==> config.mk <==
export PLATFORM = sky130hd
export DESIGN_NAME = cp0_commit_ctrl_flat
export DESIGN_NICKNAME = d
export VERILOG_FILES = /design/src/rtl/cp0_commit_ctrl_pkg.sv /design/src/rtl/cp0_commit_ctrl_if.sv /design/src/rtl/cp0_commit_ctrl.sv /design/src/flat_wrapper.sv
export SDC_FILE = /design/constraint.sdc
export NUM_CORES = 1
export LEC_CHECK = 0
export ABC_AREA = 1
export CAP_MARGIN = 30
export CORE_MARGIN = 5
export CORE_UTILIZATION = 37
export CTS_CLUSTER_DIAMETER = 150
export DETAILED_ROUTE_END_ITERATION = 8
export PLACE_DENSITY = 0.87
export SLEW_MARGIN = 20
export SYNTH_ARGS = -nofsm -noshare
export SYNTH_HDL_FRONTEND = slang
export SYNTH_SLANG_ARGS = --single-unit
==> constraint.sdc <==
create_clock -name clk -period 2.25 [get_ports clk]
set_input_delay 0.675 -clock clk [delete_from_list [all_inputs] [get_ports clk]]
set_output_delay 0.675 -clock clk [all_outputs]
set_load 0.005 [all_outputs]
==> src/rtl/cp0_commit_ctrl_pkg.sv <==
// Shared types and constants for the CP0 commit sequencer: FSM states, ExcCodes,
// TLB-op bit positions, exception vector offsets and the vector/one-hot helpers.
package cp0_commit_ctrl_pkg;

  typedef enum logic [1:0] {
    ST_IDLE     = 2'd0,
    ST_TLB_WAIT = 2'd1,
    ST_REDIRECT = 2'd2
  } commit_state_t;

  localparam logic [4:0] EXCCODE_INT  = 5'd0;
  localparam logic [4:0] EXCCODE_TLBL = 5'd2;
  localparam logic [4:0] EXCCODE_TLBS = 5'd3;

  // Bit positions inside the one-hot {TLBWI,TLBR,TLBP} field.
  localparam int TLBOP_TLBP  = 0;
  localparam int TLBOP_TLBR  = 1;
  localparam int TLBOP_TLBWI = 2;

  localparam logic [31:0] EXC_OFF_REFILL = 32'h0000_0000;
  localparam logic [31:0] EXC_OFF_GEN    = 32'h0000_0180;

  // The refill vector is only used for a first-level TLB miss; nested misses go general.
  function automatic logic [31:0] exc_offset(input logic refill, input logic [4:0] code,
                                             input logic exl);
    if (refill && (code == EXCCODE_TLBL || code == EXCCODE_TLBS) && !exl)
      return EXC_OFF_REFILL;
    return EXC_OFF_GEN;
  endfunction

  function automatic logic [2:0] tlbop_onehot(input logic [2:0] op);
    logic [2:0] r;
    r = '0;
    if (op[TLBOP_TLBWI])     r[TLBOP_TLBWI] = 1'b1;
    else if (op[TLBOP_TLBR]) r[TLBOP_TLBR]  = 1'b1;
    else if (op[TLBOP_TLBP]) r[TLBOP_TLBP]  = 1'b1;
    return r;
  endfunction

endpackage

==> src/rtl/cp0_commit_ctrl_if.sv <==
// Commit bus between WB/CP0/fetch and the commit sequencer.
// slave = the sequencer side, master = the pipeline/CP0/fetch side.
interface cp0_commit_ctrl_if;

  logic        wb_valid;
  logic        wb_ready;
  logic [31:0] wb_pc;
  logic        wb_ex;
  logic [4:0]  wb_exccode;
  logic        wb_refill;
  logic        wb_bd;
  logic [31:0] wb_badvaddr;
  logic        wb_eret;
  logic [2:0]  wb_tlb_op;
  logic        int_pending;
  logic        status_exl;
  logic        status_bev;
  logic [31:0] epc;
  logic        c0_ex;
  logic [4:0]  c0_exccode;
  logic        c0_bd;
  logic [31:0] c0_badvaddr;
  logic [31:0] c0_pc;
  logic        c0_eret;
  logic [2:0]  c0_tlb_op;
  logic        flush;
  logic        redirect_valid;
  logic [31:0] redirect_pc;
  logic        redirect_ready;

  modport slave (
    input  wb_valid, wb_pc, wb_ex, wb_exccode, wb_refill, wb_bd, wb_badvaddr,
           wb_eret, wb_tlb_op, int_pending, status_exl, status_bev, epc, redirect_ready,
    output wb_ready, c0_ex, c0_exccode, c0_bd, c0_badvaddr, c0_pc, c0_eret, c0_tlb_op,
           flush, redirect_valid, redirect_pc
  );

  modport master (
    output wb_valid, wb_pc, wb_ex, wb_exccode, wb_refill, wb_bd, wb_badvaddr,
           wb_eret, wb_tlb_op, int_pending, status_exl, status_bev, epc, redirect_ready,
    input  wb_ready, c0_ex, c0_exccode, c0_bd, c0_badvaddr, c0_pc, c0_eret, c0_tlb_op,
           flush, redirect_valid, redirect_pc
  );

endinterface

==> src/rtl/cp0_commit_ctrl.sv <==
// Commit-stage sequencer: arbitrates INT/exception/ERET/TLB events, pulses CP0 and owns flush/redirect.
// Define CP0_PERF_CNT_EN to add the perf_exc/perf_int/perf_tlb event counters.
module cp0_commit_ctrl
  import cp0_commit_ctrl_pkg::*;
#(
  parameter int unsigned TLB_LAT      = 2,
  parameter logic [31:0] EXC_BASE     = 32'h8000_0000,
  parameter logic [31:0] EXC_BASE_BEV = 32'hBFC0_0200
) (
  input  logic              clk,
  input  logic              reset,
  cp0_commit_ctrl_if.slave  bus
`ifdef CP0_PERF_CNT_EN
  ,
  output logic [31:0]       perf_exc,
  output logic [31:0]       perf_int,
  output logic [31:0]       perf_tlb
`endif
);

  localparam logic [2:0] TLB_CNT_INIT = 3'(TLB_LAT - 1);

  commit_state_t state_q;
  logic [2:0]    tlb_cnt_q;
  logic          redirect_valid_q;
  logic [31:0]   redirect_pc_q;

  logic          take_int, take_exc, take_eret, take_tlb, tlb_done;
  logic [4:0]    exc_code;
  logic [31:0]   exc_vector_d;
  logic [31:0]   refetch_pc_d;

  // Commit decisions must answer WB in the same cycle, so the pulses are decoded combinationally.
  always_comb begin
    take_int  = 1'b0;
    take_exc  = 1'b0;
    take_eret = 1'b0;
    take_tlb  = 1'b0;
    if (state_q == ST_IDLE && bus.wb_valid) begin
      if (bus.int_pending && !bus.status_exl) take_int  = 1'b1;
      else if (bus.wb_ex)                     take_exc  = 1'b1;
      else if (bus.wb_eret)                   take_eret = 1'b1;
      else if (|bus.wb_tlb_op)                take_tlb  = 1'b1;
    end
    tlb_done     = (state_q == ST_TLB_WAIT) && (tlb_cnt_q == 3'd0);
    exc_code     = take_int ? EXCCODE_INT : bus.wb_exccode;
    exc_vector_d = (bus.status_bev ? EXC_BASE_BEV : EXC_BASE)
                 + exc_offset(bus.wb_refill, exc_code, bus.status_exl);
    refetch_pc_d = bus.wb_pc + 32'd4;
  end

  assign bus.wb_ready       = ((state_q == ST_IDLE) && !take_tlb) || tlb_done;
  assign bus.flush          = take_int || take_exc || take_eret || tlb_done;
  assign bus.c0_ex          = take_int || take_exc;
  assign bus.c0_exccode     = bus.c0_ex ? exc_code : 5'd0;
  assign bus.c0_bd          = bus.c0_ex ? bus.wb_bd : 1'b0;
  assign bus.c0_badvaddr    = bus.c0_ex ? bus.wb_badvaddr : 32'd0;
  assign bus.c0_pc          = bus.c0_ex ? bus.wb_pc : 32'd0;
  assign bus.c0_eret        = take_eret;
  assign bus.c0_tlb_op      = take_tlb ? tlbop_onehot(bus.wb_tlb_op) : 3'd0;
  assign bus.redirect_valid = redirect_valid_q;
  assign bus.redirect_pc    = redirect_pc_q;

  always_ff @(posedge clk or posedge reset) begin
    if (reset) begin
      state_q          <= ST_IDLE;
      tlb_cnt_q        <= 3'd0;
      redirect_valid_q <= 1'b0;
      redirect_pc_q    <= 32'd0;
    end else begin
      case (state_q)
        ST_IDLE: begin
          if (take_int || take_exc) begin
            state_q          <= ST_REDIRECT;
            redirect_valid_q <= 1'b1;
            redirect_pc_q    <= exc_vector_d;
          end else if (take_eret) begin
            state_q          <= ST_REDIRECT;
            redirect_valid_q <= 1'b1;
            redirect_pc_q    <= bus.epc;
          end else if (take_tlb) begin
            state_q   <= ST_TLB_WAIT;
            tlb_cnt_q <= TLB_CNT_INIT;
          end
        end
        ST_TLB_WAIT: begin
          // Refetch the next instruction so it is translated under the updated TLB.
          if (tlb_done) begin
            state_q          <= ST_REDIRECT;
            redirect_valid_q <= 1'b1;
            redirect_pc_q    <= refetch_pc_d;
          end else begin
            tlb_cnt_q <= tlb_cnt_q - 3'd1;
          end
        end
        ST_REDIRECT: begin
          if (bus.redirect_ready) begin
            state_q          <= ST_IDLE;
            redirect_valid_q <= 1'b0;
          end
        end
        default: state_q <= ST_IDLE;
      endcase
    end
  end

`ifdef CP0_PERF_CNT_EN
  logic [31:0] perf_exc_q, perf_int_q, perf_tlb_q;

  always_ff @(posedge clk or posedge reset) begin
    if (reset) begin
      perf_exc_q <= 32'd0;
      perf_int_q <= 32'd0;
      perf_tlb_q <= 32'd0;
    end else begin
      if (take_exc) perf_exc_q <= perf_exc_q + 32'd1;
      if (take_int) perf_int_q <= perf_int_q + 32'd1;
      if (take_tlb) perf_tlb_q <= perf_tlb_q + 32'd1;
    end
  end

  assign perf_exc = perf_exc_q;
  assign perf_int = perf_int_q;
  assign perf_tlb = perf_tlb_q;
`endif

endmodule
==> src/flat_wrapper.sv <==
// flat-port wrapper written by rule: the top's interface ports become plain ports
module cp0_commit_ctrl_flat import cp0_commit_ctrl_pkg::*;
#(
  parameter int unsigned TLB_LAT      = 2,
  parameter logic [31:0] EXC_BASE     = 32'h8000_0000,
  parameter logic [31:0] EXC_BASE_BEV = 32'hBFC0_0200
)
  (clk, reset, bus_wb_valid, bus_wb_pc, bus_wb_ex, bus_wb_exccode, bus_wb_refill, bus_wb_bd, bus_wb_badvaddr, bus_wb_eret, bus_wb_tlb_op, bus_int_pending, bus_status_exl, bus_status_bev, bus_epc, bus_redirect_ready, bus_wb_ready, bus_c0_ex, bus_c0_exccode, bus_c0_bd, bus_c0_badvaddr, bus_c0_pc, bus_c0_eret, bus_c0_tlb_op, bus_flush, bus_redirect_valid, bus_redirect_pc);
  cp0_commit_ctrl_if bus_i ();
  input  logic clk;
  input  logic reset;
  input wire logic [$bits(bus_i.wb_valid)-1:0] bus_wb_valid;
  input wire logic [$bits(bus_i.wb_pc)-1:0] bus_wb_pc;
  input wire logic [$bits(bus_i.wb_ex)-1:0] bus_wb_ex;
  input wire logic [$bits(bus_i.wb_exccode)-1:0] bus_wb_exccode;
  input wire logic [$bits(bus_i.wb_refill)-1:0] bus_wb_refill;
  input wire logic [$bits(bus_i.wb_bd)-1:0] bus_wb_bd;
  input wire logic [$bits(bus_i.wb_badvaddr)-1:0] bus_wb_badvaddr;
  input wire logic [$bits(bus_i.wb_eret)-1:0] bus_wb_eret;
  input wire logic [$bits(bus_i.wb_tlb_op)-1:0] bus_wb_tlb_op;
  input wire logic [$bits(bus_i.int_pending)-1:0] bus_int_pending;
  input wire logic [$bits(bus_i.status_exl)-1:0] bus_status_exl;
  input wire logic [$bits(bus_i.status_bev)-1:0] bus_status_bev;
  input wire logic [$bits(bus_i.epc)-1:0] bus_epc;
  input wire logic [$bits(bus_i.redirect_ready)-1:0] bus_redirect_ready;
  output wire logic [$bits(bus_i.wb_ready)-1:0] bus_wb_ready;
  output wire logic [$bits(bus_i.c0_ex)-1:0] bus_c0_ex;
  output wire logic [$bits(bus_i.c0_exccode)-1:0] bus_c0_exccode;
  output wire logic [$bits(bus_i.c0_bd)-1:0] bus_c0_bd;
  output wire logic [$bits(bus_i.c0_badvaddr)-1:0] bus_c0_badvaddr;
  output wire logic [$bits(bus_i.c0_pc)-1:0] bus_c0_pc;
  output wire logic [$bits(bus_i.c0_eret)-1:0] bus_c0_eret;
  output wire logic [$bits(bus_i.c0_tlb_op)-1:0] bus_c0_tlb_op;
  output wire logic [$bits(bus_i.flush)-1:0] bus_flush;
  output wire logic [$bits(bus_i.redirect_valid)-1:0] bus_redirect_valid;
  output wire logic [$bits(bus_i.redirect_pc)-1:0] bus_redirect_pc;
  assign bus_i.wb_valid = bus_wb_valid;
  assign bus_i.wb_pc = bus_wb_pc;
  assign bus_i.wb_ex = bus_wb_ex;
  assign bus_i.wb_exccode = bus_wb_exccode;
  assign bus_i.wb_refill = bus_wb_refill;
  assign bus_i.wb_bd = bus_wb_bd;
  assign bus_i.wb_badvaddr = bus_wb_badvaddr;
  assign bus_i.wb_eret = bus_wb_eret;
  assign bus_i.wb_tlb_op = bus_wb_tlb_op;
  assign bus_i.int_pending = bus_int_pending;
  assign bus_i.status_exl = bus_status_exl;
  assign bus_i.status_bev = bus_status_bev;
  assign bus_i.epc = bus_epc;
  assign bus_i.redirect_ready = bus_redirect_ready;
  assign bus_wb_ready = bus_i.wb_ready;
  assign bus_c0_ex = bus_i.c0_ex;
  assign bus_c0_exccode = bus_i.c0_exccode;
  assign bus_c0_bd = bus_i.c0_bd;
  assign bus_c0_badvaddr = bus_i.c0_badvaddr;
  assign bus_c0_pc = bus_i.c0_pc;
  assign bus_c0_eret = bus_i.c0_eret;
  assign bus_c0_tlb_op = bus_i.c0_tlb_op;
  assign bus_flush = bus_i.flush;
  assign bus_redirect_valid = bus_i.redirect_valid;
  assign bus_redirect_pc = bus_i.redirect_pc;
  cp0_commit_ctrl #(.TLB_LAT(TLB_LAT), .EXC_BASE(EXC_BASE), .EXC_BASE_BEV(EXC_BASE_BEV)) u_core (.clk(clk), .reset(reset), .bus(bus_i));
endmodule
==> results of run 1 <==
-- sequential cells by signal, indices dropped and copies added, names as in the netlist --
name,flops
u_core.bus.redirect_pc,32
u_core.bus.redirect_valid,1
u_core.state_q,2
u_core.tlb_cnt_q,3
-- cell usage in the layout, fill, tap and decap left out, types with 29 or more instances in the layout --
master	n
inv_1	82
buf_4	106
buf_2	61
nor2_4	37
dfrtp_1	38
clkdlybuf4s50_1	138
a21oi_1	29
nand3_1	42
nor2_1	97
nand2_1	190
-- report_power, final --
part	total, uW	leakage (uW)	internal, uW	switching (uW)
registers	1160	0.000452	991	173
logic	2860	0.00304	1530	1340
clock network	503	0.0000472	247	256
total	4530	0.00354	2770	1760
-- layer usage --
layer,up-vias,wire [um],track usage
met5,-,0,0
met4,0,728,0.125
met3,38,1210,0.0516
met2,244,8270,0.510
met1,2369,6180,0.306
li1,2536,-,-
-- cell usage after synthesis --
cell	n	area (um2)
nand2_1	193	724
nor2_1	146	548
inv_1	84	315
nand3_1	42	210
dfrtp_1	38	951
a21oi_1	30	150
o21ai_0	18	90.1
buf_2	13	65.1
a31oi_1	5	31.3
clkbuf_1	5	18.8
inv_2	4	15.0
nand2_2	4	25.0
nor3_1	4	20.0
xor2_1	4	35.0
buf_4	3	22.5
ha_1	3	37.5
a21oi_2	2	17.5
inv_4	2	12.5
nor2_2	2	12.5
buf_6	1	11.3
clkbuf_2	1	5.00
nand2_4	1	11.3
nand3_2	1	10.0
nand4_1	1	6.26
nor2_4	1	11.3
nor3b_1	1	7.51
nor4_1	1	6.26
o211ai_1	1	7.51
o21ai_1	1	5.00
o21ai_4	1	16.3
o21bai_1	1	7.51
o31ai_1	1	7.51
-- cell families (layout without fill, tap and decap cells) --
| family | after synthesis | after routing |
|---|---|---|
| flip-flops | 38 | 38 |
| adder cells (fa/ha/maj) | 3 | 3 |
| buffers and inverters | 113 | 444 |
| AO/OA/AOI/OAI | 60 | 60 |
| AND/OR/NAND/NOR | 397 | 397 |
| XOR/XNOR | 4 | 4 |
| other | 0 | 2 |
-- final cells by class --
cell class                      instances  area share
Clock inverter                          2     0.00183
Sequential cell                        38       0.139
Tap cell                              111      0.0203
Multi-Input combinational cell        464       0.347
Inverter                               90      0.0523
Antenna cell                            2    0.000732
Clock buffer                            6      0.0121
Timing Repair Buffer                  346       0.427
-- through the flow --
step / hold slack [ns] / total power (uW) / utilization
final: 0.489 / 4530 / 0.751
after global routing: 0.500 / 4850 / 0.751
after global placement: 0.453 / 3710 / 0.711
after CTS: 0.488 / 4450 / 0.727
after floorplan: 0.440 / 2170 / -
after detailed placement: 0.466 / 3780 / 0.711
-- critical path, cell delays in order (launching register included) --
cell	delay, ns
dfrtp_1	0.39
nor2_2	0.16
nand2_2	0.10
inv_4	0.09
nand2_8	0.08
buf_6	0.12
buf_6	0.12
buf_6	0.13
nor2_2	0.08
buf_2	0.13
-- worst max path at each step --
stage / start / end / slack [ns]
3_3_place_gp: bus_int_pending / bus_c0_badvaddr[14] / -0.74
2_1_floorplan: bus_status_exl / bus_c0_exccode[1] / 0.03
6_report: u_core.state_q[0] / bus_c0_exccode[0] / -0.11
4_1_cts: u_core.state_q[1] / bus_c0_exccode[3] / -0.07
3_5_place_dp: bus_int_pending / bus_c0_pc[19] / -0.75
5_1_grt: u_core.state_q[0] / bus_c0_exccode[0] / -0.16
-- timing repair --
| item | in CTS | in global routing |
|---|---|---|
| gates cloned | 4 | 0 |
| setup buffers | 17 | 5 |
| resized for setup | 341 | 101 |
| setup endpoints to repair | 92 | 85 |
| pin swaps | 17 | 15 |
==> flow_summary.yaml, run 1 <==
synthesis:
  synthSimpleGateAreaFrac: 0.466
  synth.avg_cell_area_um2: 5.55
  synth_seq_cells: 38
  synth_xor_area_frac: 0.0103
  synth_area_mm2: 0.00341
  ys_warn_count: 0
  netlist_instances: 615
  syn_nets: 733
  synth-adder-area-share: 0.0110
  synth_compound_gate_area_share: 0.0975
  synth_seq_area_share: 0.278
  synth.area.mux_share: 0
  netlist-cell-type-count: 32
  synth_top_family_by_area: "simple AND/OR/NAND/NOR gates"
clock_network:
  clock_sinks: 38
  clk_pin_slew_ns: 0.09
  clockBufferDepth: 2
  cts_tree: "done"
  cts-root-buf: "clkbuf_8"
  hold_buffers: 0
  htreeDepth: 2
  cts_inserted_buffers: 5
  worst_skew_pair.late_latency_ns: 0.29
route:
  dr_total_vias: 5187
  totalWireLength_um: 16400
  drc: 0
  drt-vias-per-instance: 4.90
  initialDrtViolationCount: 292
  ant_nets: 0
  wire_per_inst_um: 15.5
  first_pass_iters: 7
final_layout:
  multiInputGateArea_mm2: 0.00237
  nNetsFinal: 1063
  seq_area_um2: 951
  fill_cells: 690
  final_cells: 1059
  syn2layout_area_growth_pct: 100
  drive_gt1_frac: 0.305
  final_cell_area_mm2: 0.00684
worst_setup_path:
  r2r_start: "u_core.state_q[0]"
  rr_endpoint: "u_core.bus.redirect_pc[9]"
  critPathRequiredTime_ns: 1.57
  cp-start-kind: "flop"
  rr_worst_depth: 11
  worstPathMaxFanout: 6
  r2r_setup_slack_ns: 0.19
  end_kind: "output pin"
  arrival_ns: 1.68
  crit_type: "reg -> out"
floorplan:
  start_util: 0.375
  placementRows: 35
  die_area_mm2: 0.0112
  io_pins: 225
  core_mm2: 0.00911
  die_w_um: 106
  die_y_um: 106
place:
  dp_cells: 1027
  numPortBuffers: 224
  dp_slack_ns: -0.753
  finalWeightedCongestion: 0.957
  detailed_place.area_mm2: 0.00647
  place_hpwl_um: 12300
timing:
  rsz0062_at_grt: "true"
  finalCritPeriodShare: 1.05
  max_freq_mhz: 424
  fin_ws_ns: -0.108
  min_period_ns: 2.36
  hold_viol: 0
  finalSetupViolations: 33
  tightest_slew_ns: 0.512
  skew_ns: 0.0126
  fin_setup_tns_ns: -0.854
  slew_viol_final: 0
  relSlewSlack: 0.659
min_path:
  min_to: "u_core.bus.redirect_pc[7]"
  hold_class: "reg -> reg"
  hp-start: "u_core.bus.redirect_pc[7]"
  whs_path_depth: 2
grt:
  overflow: 0
  grt_pass1_wl_um: 24800
  grt_use_total: 0.276
  antenna_found_initial: 2
  grt_pass1_vias: 5093
  grt_max_degree: 41
run_status:
  violations: "setup timing"
  status: "complete, but fails checks"
power:
  power.density_mw_per_mm2: 663
  leakage_uw: 0.00354
  peakVddDrop_mv: 0.357
run:
  maxCapViolations: 0
Note: power is estimated with default switching activity, not from simulation.
==> run 2: changes to the inputs <==
--- a/config.mk
+++ b/config.mk
@@ -8,11 +8,10 @@
 export ABC_AREA = 1
 export CAP_MARGIN = 30
 export CORE_MARGIN = 5
-export CORE_UTILIZATION = 37
+export CORE_UTILIZATION = 27
 export CTS_CLUSTER_DIAMETER = 150
 export DETAILED_ROUTE_END_ITERATION = 8
-export PLACE_DENSITY = 0.87
-export SLEW_MARGIN = 20
+export PLACE_DENSITY = 0.68
 export SYNTH_ARGS = -nofsm -noshare
 export SYNTH_HDL_FRONTEND = slang
 export SYNTH_SLANG_ARGS = --single-unit
==> flow_summary.yaml, run 2 (synthesis results as in run 1) <==
grt:
  grt_pass1_wl_um: 25600
  antenna_found_initial: 2
  grt_max_degree: 41
  overflow: 0
  grt_use_total: 0.217
  grt_pass1_vias: 4951
run_status:
  violations: "setup timing"
  status: "complete, but fails checks"
place:
  place_hpwl_um: 12800
  dp_slack_ns: -0.744
  finalWeightedCongestion: 0.953
  detailed_place.area_mm2: 0.00657
  numPortBuffers: 224
floorplan:
  die_w_um: 122
  die_area_mm2: 0.0150
  placementRows: 41
  die_y_um: 122
  start_util: 0.273
  core_mm2: 0.0125
  io_pins: 225
worst_setup_path:
  end_kind: "output pin"
  crit_type: "in -> out"
  r2r_setup_slack_ns: 0.21
  cp-start-kind: "primary input"
  r2r_start: "u_core.state_q[0]"
  rr_worst_depth: 11
  arrival_ns: 1.67
  rr_endpoint: "u_core.tlb_cnt_q[0]"
  worstPathMaxFanout: 3
  critPathRequiredTime_ns: 1.57
power:
  leakage_uw: 0.00359
  p_clk_frac: 0.167
  p_int_uw: 3050
  switchingPower_uw: 1780
  power.density_mw_per_mm2: 692
  p_seq_frac: 0.242
  swShare: 0.369
  p_comb_frac: 0.591
  peakVddDrop_mv: 0.283
route:
  wire_per_inst_um: 15.2
  dr_total_vias: 5060
  ant_nets: 0
  met3_wirelength_um: 1380
  wl_met1_um: 7110
  drc: 0
  initialDrtViolationCount: 357
  totalWireLength_um: 17100
  first_pass_iters: 4
  drt-vias-per-instance: 4.51
  dr_wl_met2_um: 8280
  top_layer: "met5"
final_layout:
  final_common_cell: "nand2_1"
  fill_cells: 1269
  syn2layout_area_growth_pct: 104
  drive_gt1_frac: 0.305
  final_cell_area_mm2: 0.00697
  layout_common_cells: "nand2_1, clkdlybuf4s50_1, buf_4, nor2_1, inv_1"
  largest_reg_flops: 32
  nNetsFinal: 1065
run:
  maxCapViolations: 0
timing:
  relSlewSlack: 0.707
  min_period_ns: 2.35
  finalSetupViolations: 7
  skew_ns: 0.00761
  hold_viol: 0
  max_freq_mhz: 426
  tightest_slew_ns: 0.440
  slew_viol_final: 0
  finalCritPeriodShare: 1.04
  rsz0062_at_grt: "true"
  fin_ws_ns: -0.0985
min_path:
  whs_path_depth: 1
  min_to: "u_core.tlb_cnt_q[0]"
  hp-start: "u_core.tlb_cnt_q[0]"
  hold_class: "reg -> reg"
clock_network:
  cts_tree: "done"
  cts_inserted_buffers: 5
  clockBufferDepth: 2
  clock_sinks: 38
  cts-root-buf: "clkbuf_16"
  htreeDepth: 2
  hold_buffers: 0
  clk_pin_slew_ns: 0.05
  worst_skew_pair.late_latency_ns: 0.28
==> run 2: changes by cell type in the layout (fill, tap and decap cells not counted), moves of 3 or more <==
| cell | previous run | this run |
|---|---|---|
| clkbuf_8 | 6 | 0 |
| nor2_4 | 37 | 20 |
| buf_4 | 106 | 103 |
| buf_12 | 4 | 10 |
| clkbuf_16 | 0 | 6 |
| nor2_2 | 15 | 31 |
==> run 2: what timing repair did <==
| action | 4_1_cts | 5_1_grt |
|---|---|---|
| pin swaps | 10 | 9 |
| resized for setup | 335 | 97 |
| setup endpoints to repair | 92 | 93 |
| gates cloned | 5 | 1 |
| setup buffers | 23 | 2 |
==> run 2: worst max path at each step <==
stage	endpoint	cells past startpoint	startpoint	slack (ns)
6_report	bus_wb_ready	12	bus_status_exl	-0.1
5_1_grt	bus_c0_tlb_op[0]	8	u_core.state_q[1]	-0.19
4_1_cts	bus_c0_pc[24]	10	bus_status_exl	-0.12
3_5_place_dp	bus_c0_tlb_op[0]	8	bus_status_exl	-0.74
3_3_place_gp	bus_c0_tlb_op[0]	8	bus_status_exl	-0.73
2_1_floorplan	bus_c0_exccode[1]	7	bus_status_exl	0.03
==> run 2: layer usage <==
metal	up-vias	track usage
met1	2287	0.269
met2	207	0.391
met3	26	0.0447
met4	2	0.0378
met5	-	0
li1	2538	-
==> run 2: critical path: stages <==
cell,delay (ns)
buf_6,0.07
inv_2,0.03
nand2_2,0.08
nand2_4,0.08
buf_6,0.13
nor2_4,0.09
buf_6,0.11
nand2_4,0.06
buf_6,0.13
nand2_4,0.04
nand2_2,0.04
buf_2,0.12
==> run 2: power by group through the flow <==
stage               Sequential (uW)  Combinational [uW]  Clock (uW)
finish                         1170                2850         804
global route                   1210                3120         856
CTS                            1170                2850         824
detailed placement             1170                2630           0
global placement               1160                2600           0
floorplan                      1190                 984           0
==> run 2: cell type report <==
class	count	area, um2	area share
Tap cell	172	215	0.0309
Inverter	90	343	0.0492
Timing Repair Buffer	348	3000	0.430
Multi-Input combinational cell	464	2300	0.329
Clock inverter	1	30.0	0.00431
Sequential cell	38	951	0.136
Clock buffer	7	133	0.0190
Antenna cell	1	2.50	0.000359
==> run 2: through the flow <==
stage                     hold WS [ns]  cells  total power [uW]  utilization  setup TNS [ns]
final                            0.468   1121              4830        0.557          -0.395
after global placement           0.453   1087              3760        0.525          -55.67
after CTS                        0.470   1123              4840        0.555          -0.393
after detailed placement         0.462   1087              3800        0.525          -57.83
after global routing             0.499   1121              5180        0.557           -1.18
after floorplan                  0.440    615              2170            -               0
==> run 3: changes to the inputs <==
--- a/config.mk
+++ b/config.mk
@@ -5,13 +5,12 @@
 export SDC_FILE = /design/constraint.sdc
 export NUM_CORES = 1
 export LEC_CHECK = 0
-export ABC_AREA = 1
 export CAP_MARGIN = 30
 export CORE_MARGIN = 5
 export CORE_UTILIZATION = 27
 export CTS_CLUSTER_DIAMETER = 150
 export DETAILED_ROUTE_END_ITERATION = 8
-export PLACE_DENSITY = 0.68
+export PLACE_DENSITY = 0.72
 export SYNTH_ARGS = -nofsm -noshare
 export SYNTH_HDL_FRONTEND = slang
 export SYNTH_SLANG_ARGS = --single-unit
==> flow_summary.yaml, run 3 <==
run_status:
  status: "complete, but fails checks"
  violations: "setup timing"
floorplan:
  start_util: 0.276
  die_w_um: 115
  die_y_um: 115
  placementRows: 38
  io_pins: 225
  die_area_mm2: 0.0133
  core_mm2: 0.0108
timing:
  skew_ns: 0.00398
  fin_hold_ws_ns: 0.496
  fin_ws_ns: -0.293
  min_period_ns: 2.54
  tightest_slew_ns: 0.415
  relSlewSlack: 0.722
  slew_viol_final: 0
  rsz0062_at_grt: "true"
  max_freq_mhz: 393
  finalCritPeriodShare: 1.13
  hold_viol: 0
  finalSetupViolations: 76
synthesis:
  ys_warn_count: 0
  netlist_instances: 360
  synth.area.top_cells: "dfrtp_1, and2_1, nor2_1"
  yosys.area.top_type: "dfrtp_1"
  ys.flop_type: "dfrtp_1"
  synth_edf_count: 0
  syn_nets: 478
  synth_common_cells: "and2_1, dfrtp_1, nor2_1, nand2_1, xnor2_1"
  synth-adder-area-share: 0.0126
  synth_seq_area_share: 0.318
  yosysMostFrequentCell: "and2_1"
  async_flop_share: 1.00
  synth_seq_cells: 38
  synth_top_cell_area_share: 0.318
  synth.avg_cell_area_um2: 8.30
  synth_xor_area_frac: 0.0762
  synth_compound_gate_area_share: 0.150
  synth.area.mux_share: 0.0109
  synth_area_mm2: 0.00299
  synthSimpleGateAreaFrac: 0.377
  synth_top_family_by_area: "simple AND/OR/NAND/NOR gates"
  netlist-cell-type-count: 55
worst_setup_path:
  rr_worst_depth: 12
  cp-start-kind: "flop"
  end_kind: "output pin"
  critPathRequiredTime_ns: 1.57
  crit_type: "reg -> out"
  arrival_ns: 1.87
  worstPathMaxFanout: 2
min_path:
  whs_path_depth: 2
  hold_class: "reg -> reg"
clock_network:
  clockBufferDepth: 2
  clock_sinks: 38
  cts_inserted_buffers: 5
  worst_skew_pair.late_latency_ns: 0.28
  htreeDepth: 2
  clk_pin_slew_ns: 0.08
  cts_tree: "done"
  cts-root-buf: "clkbuf_8"
grt:
  grt_use_total: 0.219
  grt_pass1_vias: 4410
  antenna_found_initial: 0
  overflow: 0
  grt_pass1_wl_um: 23000
  grt_max_degree: 39
route:
  wire_per_inst_um: 19.2
  first_pass_iters: 5
  dr_total_vias: 4130
  drc: 0
  ant_nets: 0
  totalWireLength_um: 15700
  drt-vias-per-instance: 5.06
  initialDrtViolationCount: 161
place:
  detailed_place.area_mm2: 0.00586
  finalWeightedCongestion: 0.878
  numPortBuffers: 224
  dp_slack_ns: -1.11
  place_hpwl_um: 10700
final_layout:
  final_common_cell: "clkdlybuf4s50_1"
  multiInputGateArea_mm2: 0.00218
  seq_area_um2: 951
  syn2layout_area_growth_pct: 127
  nNetsFinal: 794
  layout_common_cells: "clkdlybuf4s50_1, buf_6, buf_4, and2_4, dfrtp_1"
  n_antenna_cell: 0
  fill_cells: 898
  drive_gt1_frac: 0.436
  largest_reg_flops: 32
  final_cell_area_mm2: 0.00679
power:
  peakVddDrop_mv: 0.363
  leakage_uw: 0.00305
  power.density_mw_per_mm2: 724
  power_uw: 4920
run:
  maxCapViolations: 0
run 3: what timing repair did:
item	in CTS	in global routing
hold buffers	0	0
setup endpoints to repair	104	102
pin swaps	25	43
setup buffers	34	10
cloned	6	4
gates resized for setup	412	128
run 3: per-stage QoR:
step,TNS [ns],utilization,cells
after global placement,-75.66,0.540,769
after global routing,-19.75,0.626,817
after CTS,-16.26,0.587,816
after floorplan,-0.125,-,360
final,-13.28,0.626,817
after detailed placement,-80.54,0.540,769
run 3: path summary, 6_finish.rpt:
| path | from | endpoint | slack [ns] |
|---|---|---|---|
| max | u_core.state_q[0] | bus_wb_ready | -0.29 |
| min | u_core.bus.redirect_pc[14] | u_core.bus.redirect_pc[14] | 0.50 |
| max reg2reg | u_core.state_q[1] | u_core.bus.redirect_pc[5] | 0.08 |
| min reg2reg | u_core.bus.redirect_pc[14] | u_core.bus.redirect_pc[14] | 0.50 |
| max in group asynchronous | reset | u_core.bus.redirect_pc[9] | 1.30 |
| min in group asynchronous | reset | u_core.bus.redirect_pc[16] | 0.74 |
run 3: metal layers:
layer,vias up,track usage,share of wire
met3,20,0.0589,0.093
met4,0,0.0571,0.018
met5,-,0,0
li1,1907,-,-
met2,210,0.402,0.52
met1,1993,0.250,0.37
run 3: cells by family after synthesis:
group           after synthesis
buf+inv                      34
fa+ha+maj                     3
mux                           3
simple gates                196
flops                        38
compound gates               60
xor+xnor                     26
run 3: worst max-delay path, cell delays in order (launching register included):
cell,delay [ns]
dfrtp_1,0.39
buf_4,0.14
or3b_4,0.40
nor4_4,0.16
buf_4,0.17
o31ai_2,0.06
and2_1,0.15
buf_2,0.12
run 3: power breakdown:
part | total [uW] | internal [uW] | switching [uW]
Sequential | 1170 | 996 | 177
Clock | 496 | 248 | 248
Combinational | 3250 | 1950 | 1300
Total | 4920 | 3190 | 1720
run 3: cell type report:
class	instances	area share
multi-input cells	288	0.321
repair buffers	331	0.493
flip-flops and latches	38	0.140
inverters	12	0.00737
clock buffers	7	0.0127
well taps	140	0.0258
clock inverters	1	0.000737
